==> config.mk <==
export PLATFORM = sky130hd
export DESIGN_NAME = mdu_core_flat
export DESIGN_NICKNAME = d
export VERILOG_FILES = /design/src/rtl/mdu_core_pkg.sv /design/src/rtl/mdu_core_if.sv /design/src/rtl/mdu_divider.sv /design/src/rtl/mdu_core.sv /design/src/flat_wrapper.sv
export SDC_FILE = /design/constraint.sdc
export NUM_CORES = 1
export LEC_CHECK = 0
export ABC_CLOCK_PERIOD_IN_PS = 7450
export BUFFER_PORTS_ARGS = -buffer_cell sky130_fd_sc_hd__buf_2
export CAP_MARGIN = 20
export CORE_ASPECT_RATIO = 1.4
export CORE_MARGIN = 2
export CORE_UTILIZATION = 35
export DETAILED_ROUTE_END_ITERATION = 6
export PLACE_DENSITY_LB_ADDON = 0.1
export SLEW_MARGIN = 20
export SYNTH_ARGS = -nofsm -noshare
export SYNTH_HDL_FRONTEND = slang
export SYNTH_SLANG_ARGS = --single-unit
export TNS_END_PERCENT = 20
==> constraint.sdc <==
create_clock -name clk -period 7.45 [get_ports clk]
set_input_delay 0.3725 -clock clk [delete_from_list [all_inputs] [get_ports clk]]
set_output_delay 0.3725 -clock clk [all_outputs]
set_load 0.05 [all_outputs]
==> src/rtl/mdu_core_pkg.sv <==
// Shared op codes, latched-operation context and op-class helpers for the multiply/divide unit.
package mdu_core_pkg;

    localparam int unsigned OP_W = 4;

    typedef enum logic [OP_W-1:0] {
        MDU_OP_NONE  = 4'd0,
        MDU_OP_DIV   = 4'd1,
        MDU_OP_DIVU  = 4'd2,
        MDU_OP_MUL   = 4'd3,
        MDU_OP_MULT  = 4'd4,
        MDU_OP_MULTU = 4'd5,
        MDU_OP_MFHI  = 4'd6,
        MDU_OP_MFLO  = 4'd7,
        MDU_OP_MTHI  = 4'd8,
        MDU_OP_MTLO  = 4'd9
    } mdu_op_e;

    // Context captured at accept time and held for the whole iterative operation.
    typedef struct packed {
        mdu_op_e op;
        logic    neg_res;
        logic    neg_rem;
        logic    div_zero;
    } mdu_ctx_t;

    function automatic logic op_is_multi(input logic [OP_W-1:0] op);
        return op inside {MDU_OP_DIV, MDU_OP_DIVU, MDU_OP_MUL, MDU_OP_MULT, MDU_OP_MULTU};
    endfunction

    function automatic logic op_is_div(input logic [OP_W-1:0] op);
        return op inside {MDU_OP_DIV, MDU_OP_DIVU};
    endfunction

    function automatic logic op_is_signed(input logic [OP_W-1:0] op);
        return op inside {MDU_OP_DIV, MDU_OP_MUL, MDU_OP_MULT};
    endfunction

    function automatic logic op_is_move(input logic [OP_W-1:0] op);
        return op inside {MDU_OP_MFHI, MDU_OP_MFLO, MDU_OP_MTHI, MDU_OP_MTLO};
    endfunction

endpackage

==> src/rtl/mdu_core_if.sv <==
// EX-stage issue/result bundle between the pipeline and the multiply/divide unit.
interface mdu_core_if #(parameter int unsigned WIDTH = 32);
    logic [3:0]       mdu_op_i;
    logic             start_i;
    logic             flush_i;
    logic [WIDTH-1:0] a_i;
    logic [WIDTH-1:0] b_i;
    logic [WIDTH-1:0] result_o;
    logic             stall_o;
    logic             done_o;
    logic [WIDTH-1:0] hi_o;
    logic [WIDTH-1:0] lo_o;

    modport master (
        output mdu_op_i, start_i, flush_i, a_i, b_i,
        input  result_o, stall_o, done_o, hi_o, lo_o
    );

    modport slave (
        input  mdu_op_i, start_i, flush_i, a_i, b_i,
        output result_o, stall_o, done_o, hi_o, lo_o
    );
endinterface

==> src/rtl/mdu_divider.sv <==
// Restoring unsigned divider, one quotient bit per enabled cycle; exposes the post-iteration values.
module mdu_divider #(parameter int unsigned WIDTH = 32) (
    input  logic             clk,
    input  logic             rst,
    input  logic             start,
    input  logic             en,
    input  logic [WIDTH-1:0] dividend,
    input  logic [WIDTH-1:0] divisor,
    output logic [WIDTH-1:0] quotient_c,
    output logic [WIDTH-1:0] remainder_c,
    output logic             done_c
);
    localparam int unsigned CNT_W = $clog2(WIDTH);
    localparam logic [CNT_W-1:0] LAST_CNT = CNT_W'(WIDTH - 1);

    logic [WIDTH-1:0] rem;
    logic [WIDTH-1:0] quot;
    logic [WIDTH-1:0] dvsr;
    logic [CNT_W-1:0] cnt;
    logic [WIDTH:0]   shifted_c;
    logic             ge_c;

    // A zero divisor always "fits", so the quotient fills with ones and the dividend shifts into rem.
    always_comb begin
        shifted_c   = {rem, quot[WIDTH-1]};
        ge_c        = (shifted_c >= {1'b0, dvsr});
        remainder_c = ge_c ? WIDTH'(shifted_c - {1'b0, dvsr}) : shifted_c[WIDTH-1:0];
        quotient_c  = {quot[WIDTH-2:0], ge_c};
        done_c      = en & (cnt == LAST_CNT);
    end

    always_ff @(posedge clk) begin
        if (rst) begin
            rem  <= '0;
            quot <= '0;
            dvsr <= '0;
            cnt  <= '0;
        end else if (start) begin
            rem  <= '0;
            quot <= dividend;
            dvsr <= divisor;
            cnt  <= '0;
        end else if (en) begin
            rem  <= remainder_c;
            quot <= quotient_c;
            cnt  <= cnt + 1'b1;
        end
    end

endmodule

==> src/rtl/mdu_core.sv <==
// EX-stage multiply/divide unit: owns HI/LO, runs iterative mul/div, services MT*/MF* moves.
module mdu_core
    import mdu_core_pkg::*;
#(
    parameter int unsigned WIDTH = 32
) (
    input  logic     clk,
    input  logic     rst,
    mdu_core_if.slave bus
);
    localparam int unsigned CNT_W = $clog2(WIDTH);
    localparam logic [CNT_W-1:0] LAST_CNT = CNT_W'(WIDTH - 1);

    localparam logic [1:0] ST_IDLE = 2'd0;
    localparam logic [1:0] ST_RUN  = 2'd1;
    localparam logic [1:0] ST_DONE = 2'd2;

    logic [1:0]         state, state_nxt;
    logic               done, done_nxt;
    logic [CNT_W-1:0]   count;
    mdu_ctx_t           ctx;
    logic [WIDTH-1:0]   a_raw, mcand, hi, lo;
    logic [2*WIDTH-1:0] prod;

    logic [OP_W-1:0]    op;
    logic               accept_c, mt_wr_c, last_c, div_en_c, div_done_c;
    logic               a_neg_c, b_neg_c;
    logic [WIDTH-1:0]   a_abs_c, b_abs_c, quot_c, rem_c, fin_hi_c, fin_lo_c, result_c;
    logic [WIDTH:0]     mul_sum_c;
    logic [2*WIDTH-1:0] prod_step_c, prod_fix_c;

    assign op = bus.mdu_op_i;

    // Issue decode and operand magnitude/sign extraction.
    always_comb begin
        accept_c = (state == ST_IDLE) & bus.start_i & ~bus.flush_i & op_is_multi(op);
        mt_wr_c  = (state == ST_IDLE) & bus.start_i & ~bus.flush_i
                 & ((op == MDU_OP_MTHI) | (op == MDU_OP_MTLO));
        a_neg_c  = op_is_signed(op) & bus.a_i[WIDTH-1];
        b_neg_c  = op_is_signed(op) & bus.b_i[WIDTH-1];
        a_abs_c  = a_neg_c ? WIDTH'(-bus.a_i) : bus.a_i;
        b_abs_c  = b_neg_c ? WIDTH'(-bus.b_i) : bus.b_i;
        div_en_c = (state == ST_RUN) & op_is_div(ctx.op);
        last_c   = (state == ST_RUN) & (op_is_div(ctx.op) ? div_done_c : (count == LAST_CNT));
    end

    mdu_divider #(.WIDTH(WIDTH)) u_div (
        .clk         (clk),
        .rst         (rst),
        .start       (accept_c),
        .en          (div_en_c),
        .dividend    (a_abs_c),
        .divisor     (b_abs_c),
        .quotient_c  (quot_c),
        .remainder_c (rem_c),
        .done_c      (div_done_c)
    );

    // Shift-add step; the final step and sign fix-up feed HI/LO directly on entry to DONE.
    always_comb begin
        mul_sum_c   = {1'b0, prod[2*WIDTH-1:WIDTH]} + (prod[0] ? {1'b0, mcand} : '0);
        prod_step_c = {mul_sum_c, prod[WIDTH-1:1]};
        prod_fix_c  = ctx.neg_res ? (2*WIDTH)'(-prod_step_c) : prod_step_c;
        fin_hi_c    = prod_fix_c[2*WIDTH-1:WIDTH];
        fin_lo_c    = prod_fix_c[WIDTH-1:0];
        if (op_is_div(ctx.op)) begin
            if (ctx.div_zero) begin
                fin_hi_c = a_raw;
                fin_lo_c = '1;
            end else begin
                fin_lo_c = ctx.neg_res ? WIDTH'(-quot_c) : quot_c;
                fin_hi_c = ctx.neg_rem ? WIDTH'(-rem_c) : rem_c;
            end
        end
    end

    always_comb begin
        state_nxt = state;
        done_nxt  = 1'b0;
        case (state)
            ST_IDLE: if (accept_c) state_nxt = ST_RUN;
            ST_RUN: begin
                if (last_c) begin
                    state_nxt = ST_DONE;
                    done_nxt  = 1'b1;
                end
            end
            ST_DONE: state_nxt = ST_IDLE;
            default: state_nxt = ST_IDLE;
        endcase
        if (bus.flush_i) begin
            state_nxt = ST_IDLE;
            done_nxt  = 1'b0;
        end
    end

    always_ff @(posedge clk) begin
        if (rst) begin
            state <= ST_IDLE;
            done  <= 1'b0;
        end else begin
            state <= state_nxt;
            done  <= done_nxt;
        end
    end

    always_ff @(posedge clk) begin
        if (rst) begin
            count <= '0;
            ctx   <= '0;
            a_raw <= '0;
            mcand <= '0;
            prod  <= '0;
            hi    <= '0;
            lo    <= '0;
        end else begin
            if (accept_c) begin
                count <= '0;
                ctx   <= '{op: mdu_op_e'(op), neg_res: a_neg_c ^ b_neg_c,
                           neg_rem: a_neg_c, div_zero: (bus.b_i == '0)};
                a_raw <= bus.a_i;
                mcand <= b_abs_c;
                prod  <= {{WIDTH{1'b0}}, a_abs_c};
            end else if (state == ST_RUN) begin
                count <= count + 1'b1;
                prod  <= prod_step_c;
            end
            if (done_nxt) begin
                hi <= fin_hi_c;
                lo <= fin_lo_c;
            end else if (mt_wr_c) begin
                if (op == MDU_OP_MTHI) hi <= bus.a_i;
                else                   lo <= bus.a_i;
            end
        end
    end

    // Writeback mux: moves read HI/LO directly; MUL presents LO in its DONE cycle.
    always_comb begin
        result_c = '0;
        if (bus.start_i && op == MDU_OP_MFHI)              result_c = hi;
        else if (bus.start_i && op == MDU_OP_MFLO)         result_c = lo;
        else if (state == ST_DONE && ctx.op == MDU_OP_MUL) result_c = lo;
    end

    assign bus.result_o = result_c;
    assign bus.stall_o  = (state == ST_RUN)
                        | ((state == ST_IDLE) & bus.start_i & op_is_multi(op))
                        | (bus.start_i & op_is_move(op) & (state == ST_RUN));
    assign bus.done_o   = done;
    assign bus.hi_o     = hi;
    assign bus.lo_o     = lo;

endmodule

==> src/flat_wrapper.sv <==
// flat-port wrapper written by rule: the top's interface ports become plain ports
module mdu_core_flat import mdu_core_pkg::*;
#(
    parameter int unsigned WIDTH = 32
)
  (clk, rst, bus_mdu_op_i, bus_start_i, bus_flush_i, bus_a_i, bus_b_i, bus_result_o, bus_stall_o, bus_done_o, bus_hi_o, bus_lo_o);
  mdu_core_if #(.WIDTH(WIDTH)) bus_i ();
  input  logic clk;
  input  logic rst;
  input wire logic [$bits(bus_i.mdu_op_i)-1:0] bus_mdu_op_i;
  input wire logic [$bits(bus_i.start_i)-1:0] bus_start_i;
  input wire logic [$bits(bus_i.flush_i)-1:0] bus_flush_i;
  input wire logic [$bits(bus_i.a_i)-1:0] bus_a_i;
  input wire logic [$bits(bus_i.b_i)-1:0] bus_b_i;
  output wire logic [$bits(bus_i.result_o)-1:0] bus_result_o;
  output wire logic [$bits(bus_i.stall_o)-1:0] bus_stall_o;
  output wire logic [$bits(bus_i.done_o)-1:0] bus_done_o;
  output wire logic [$bits(bus_i.hi_o)-1:0] bus_hi_o;
  output wire logic [$bits(bus_i.lo_o)-1:0] bus_lo_o;
  assign bus_i.mdu_op_i = bus_mdu_op_i;
  assign bus_i.start_i = bus_start_i;
  assign bus_i.flush_i = bus_flush_i;
  assign bus_i.a_i = bus_a_i;
  assign bus_i.b_i = bus_b_i;
  assign bus_result_o = bus_i.result_o;
  assign bus_stall_o = bus_i.stall_o;
  assign bus_done_o = bus_i.done_o;
  assign bus_hi_o = bus_i.hi_o;
  assign bus_lo_o = bus_i.lo_o;
  mdu_core #(.WIDTH(WIDTH)) u_core (.clk(clk), .rst(rst), .bus(bus_i));
endmodule
==> flow_metrics.env <==
export IMPL_required_ns=7.87
export IMPL_ys_warn_count=0
export IMPL_layout_worst_path_cycle_share_pct=78.1
export IMPL_grt_setup_unrepaired="false"
export IMPL_vias=21200
export IMPL_clk_pin_slew_ns=0.06
export IMPL_place_congestion=0.916
export IMPL_cellLeakagePower_uw=0.00906
export IMPL_synth_seq_cells=276
export IMPL_max_freq_mhz=172
export IMPL_grt_max_degree=76
export IMPL_layout_commonest_cell="nand2_1"
export IMPL_netlist_instances=2824
export IMPL_cts_made_buffers=35
export IMPL_initial_utilization_pct=35.2
export IMPL_setup_tns_ns=0
export IMPL_drt_iter0_drc=1480
export IMPL_worst_path_buf_inv=1
export IMPL_post_cts_resized=0
export IMPL_cts_buffer_depth=3
export IMPL_grt_antenna_before_repair=6
export IMPL_cts_sinks=276
export IMPL_cts_hold_buffers_added=0
export IMPL_cts_root_buf="clkbuf_16"
export IMPL_pre_cts_ws_ns=1.69
export IMPL_drc=0
export IMPL_cp_cell_sequence="inv_1 -> ha_1 -> o21ai_0 -> o21bai_1 -> o21a_1 -> a21boi_1 -> o31ai_4 -> mux2i_1 -> ha_1 -> nand3b_1 -> or4_1 -> nor3_1 -> a31o_2 -> nand2_1 -> nor4_1 -> a21oi_1 -> xnor2_1 -> o211ai_1"
export IMPL_wirelength_mm=84.0
export IMPL_fin_ws_ns=1.63
export IMPL_num_rows=105
export IMPL_portBuffers=169
export IMPL_ys_seq_area_share_pct=26.8
export IMPL_worst_pin_slew_ns=1.05
export IMPL_final_cell_mix="nand2_1 (497), a21oi_1 (285), dfxtp_1 (274)"
export IMPL_cts_setup_buffers=0
export IMPL_coreArea_um2=58500
export IMPL_grt_pass1_vias=20600
export IMPL_relSlewSlack_pct=30.1
export IMPL_grt_pass1_wl_mm=126
export IMPL_drt_pass1_iterations=5
export IMPL_wl_per_cell_um=23.0
export IMPL_met2_usage_pct=47.8
export IMPL_hold_path_class="in -> reg"
export IMPL_crit_fanout=15
export IMPL_pin_count=170
export IMPL_die_area_um2=60800
export IMPL_status="finished clean"
export IMPL_cts_tree="built"
export IMPL_critical_path_class="reg -> reg"
export IMPL_synth_main_ff_cell="dfxtp_1"
export IMPL_pwr_density_cell_nw_per_um2=186
export IMPL_setup_violations=0
export IMPL_grt_busiest_layer="met2"
export IMPL_r2r_setup_slack_ns=1.63
export IMPL_synth_edff_count=0
export IMPL_worst_ep_arrival_time_ns=6.24
export IMPL_finalCriticalPeriod_ns=5.82
export IMPL_grt_usage_pct=26.8
export IMPL_die_x_um=209
export IMPL_layout_drive_gt1_share_pct=11.8
export IMPL_fin_skew_ns=0.0286
export IMPL_ir_drop_mv=0.133
export IMPL_path_common_cell="ha_1"
export IMPL_ant_nets=0
export IMPL_yosysUniqueCellTypes=87
export IMPL_viasPerCell=5.80
export IMPL_end_kind="flip-flop"
export IMPL_syn2layout_area_growth_pct=12.4
export IMPL_use_met1_pct=32.8
export IMPL_die_y_um=291
export IMPL_slowest_stage="o31ai_4"
export IMPL_htree_levels=2
export IMPL_syn_avg_cell_area_um2=7.29
export IMPL_layout_nets=3020
export IMPL_cp_top_family="compound AO/OA/AOI/OAI gates"
export IMPL_syn_area_um2=20600
export IMPL_cap_violations=0
export IMPL_grt_overflow_total=0
export IMPL_dpl_hpwl_mm=62.0
export IMPL_synth_async_reset_ratio_pct=0
export IMPL_finalMaxSlewViolations=0
export IMPL_startpoint_type="flip-flop"
export IMPL_slowest_delay_ns=0.70
export IMPL_finalHoldViolations=0
export IMPL_syn_nets=2971
export IMPL_insertion_delay_ns=0.56
export IMPL_use_met3_pct=2.81
synthesized netlist by cell type, types with 9 or more instances:
master,instances,area (µm²)
nand3_1,36,180
a22o_1,32,280
a22oi_1,30,225
xor2_1,102,893
xnor2_1,114,998
mux2i_1,40,400
mux2_2,23,259
a31oi_1,19,119
buf_1,12,45.0
o21bai_1,15,113
nor2_1,229,860
o21ai_0,148,741
o21a_1,16,120
ha_1,73,913
nand2b_1,18,113
nand3b_1,10,75.1
and3_1,12,75.1
inv_1,72,270
dfxtp_1,276,5530
a21o_1,34,255
nor2b_1,9,56.3
nor3_1,52,260
or3_1,42,263
or2_2,10,62.6
or4_1,22,165
a221oi_1,29,254
clkbuf_1,171,642
nand4_1,17,106
and2_1,44,275
a21oi_1,285,1430
a311oi_1,20,175
a211oi_1,72,541
o211ai_1,26,195
o41ai_1,20,175
nor4_1,26,163
nand2_1,498,1870
o31ai_1,48,360
per-stage QoR:
| stage | hold slack (ns) | power (µW) | cell area (µm²) | util, % | cells |
|---|---|---|---|---|---|
| final | 0.109 | 4310 | 23100 | 39.6 | 3653 |
| after global routing | 0.106 | 4480 | 23100 | 39.6 | 3652 |
| after CTS | 0.0774 | 4350 | 23100 | 39.5 | 3647 |
| after detailed placement | 0.447 | 2550 | 21900 | 37.5 | 3584 |
| after global placement | 0.442 | 2550 | 21900 | 37.5 | 3584 |
| after floorplan | 0.432 | 2210 | 20600 | - | 2824 |
where the power goes:
part | leakage, µW | internal (µW) | total, µW | switching [µW]
Sequential | 0.00223 | 1500 | 1540 | 34.8
Combinational | 0.00625 | 314 | 997 | 683
Clock | 0.000577 | 1030 | 1780 | 748
worst paths after layout:
check / cells after the start / startpoint / endpoint
worst min-delay path: 3 / bus_a_i[30] / u_core.a_raw[30]
worst max register to register: 18 / u_core.mcand[7] / u_core.bus.hi_o[30]
worst max-delay path: 18 / u_core.mcand[7] / u_core.bus.hi_o[30]
worst min register to register: 2 / u_core.a_raw[0] / u_core.a_raw[0]
flip-flops by register name, summed over array words and instances (netlist names):
| signal | flops |
|---|---|
| u_core.state | 2 |
| u_core.ctx | 7 |
| u_core.bus.done_o | 1 |
| u_core.u_div.quot | 32 |
| u_core.u_div.cnt | 5 |
| u_core.bus.hi_o | 32 |
| u_core.a_raw | 32 |
| u_core.count | 5 |
| u_core.prod | 64 |
| u_core.bus.lo_o | 32 |
| u_core.mcand | 32 |
| u_core.u_div.rem | 32 |
final cells by class:
cell class	instances	area (µm²)
antenna	5	12.5
clock buffer	51	1060
clock inverter	12	115
fill	6143	35300
inverter	73	274
multi-input combinational	2283	14100
sequential	276	5530
tap	749	937
timing repair buffer	204	1120
cells by family (layout without fill, tap and decap cells):
kind of cell / Yosys count / after routing / synth area share (%)
other: 0 / 5 / 0
AOI/OAI and AO/OA: 865 / 865 / 27.4
adders and majority gates: 75 / 75 / 4.63
xor gates and xnor gates: 216 / 216 / 9.19
buffers and inverters: 265 / 340 / 4.99
muxes: 63 / 63 / 3.20
and+or+nand+nor: 1064 / 1064 / 23.8
DFF: 276 / 276 / 26.8
metal layers:
metal | share of wire [%] | wire [µm] | up-vias
met5 | 0 | 0 | -
met4 | 4.2 | 3570 | 0
li1 | - | - | 10300
met1 | 42 | 35400 | 10200
met3 | 4.2 | 3510 | 155
met2 | 49 | 41500 | 596
worst min-delay path, stage by stage:
cell and delay (ns):
buf_2 0.14, nand2_1 0.06, a21oi_1 0.05
Power figures use the tool's default switching activity.
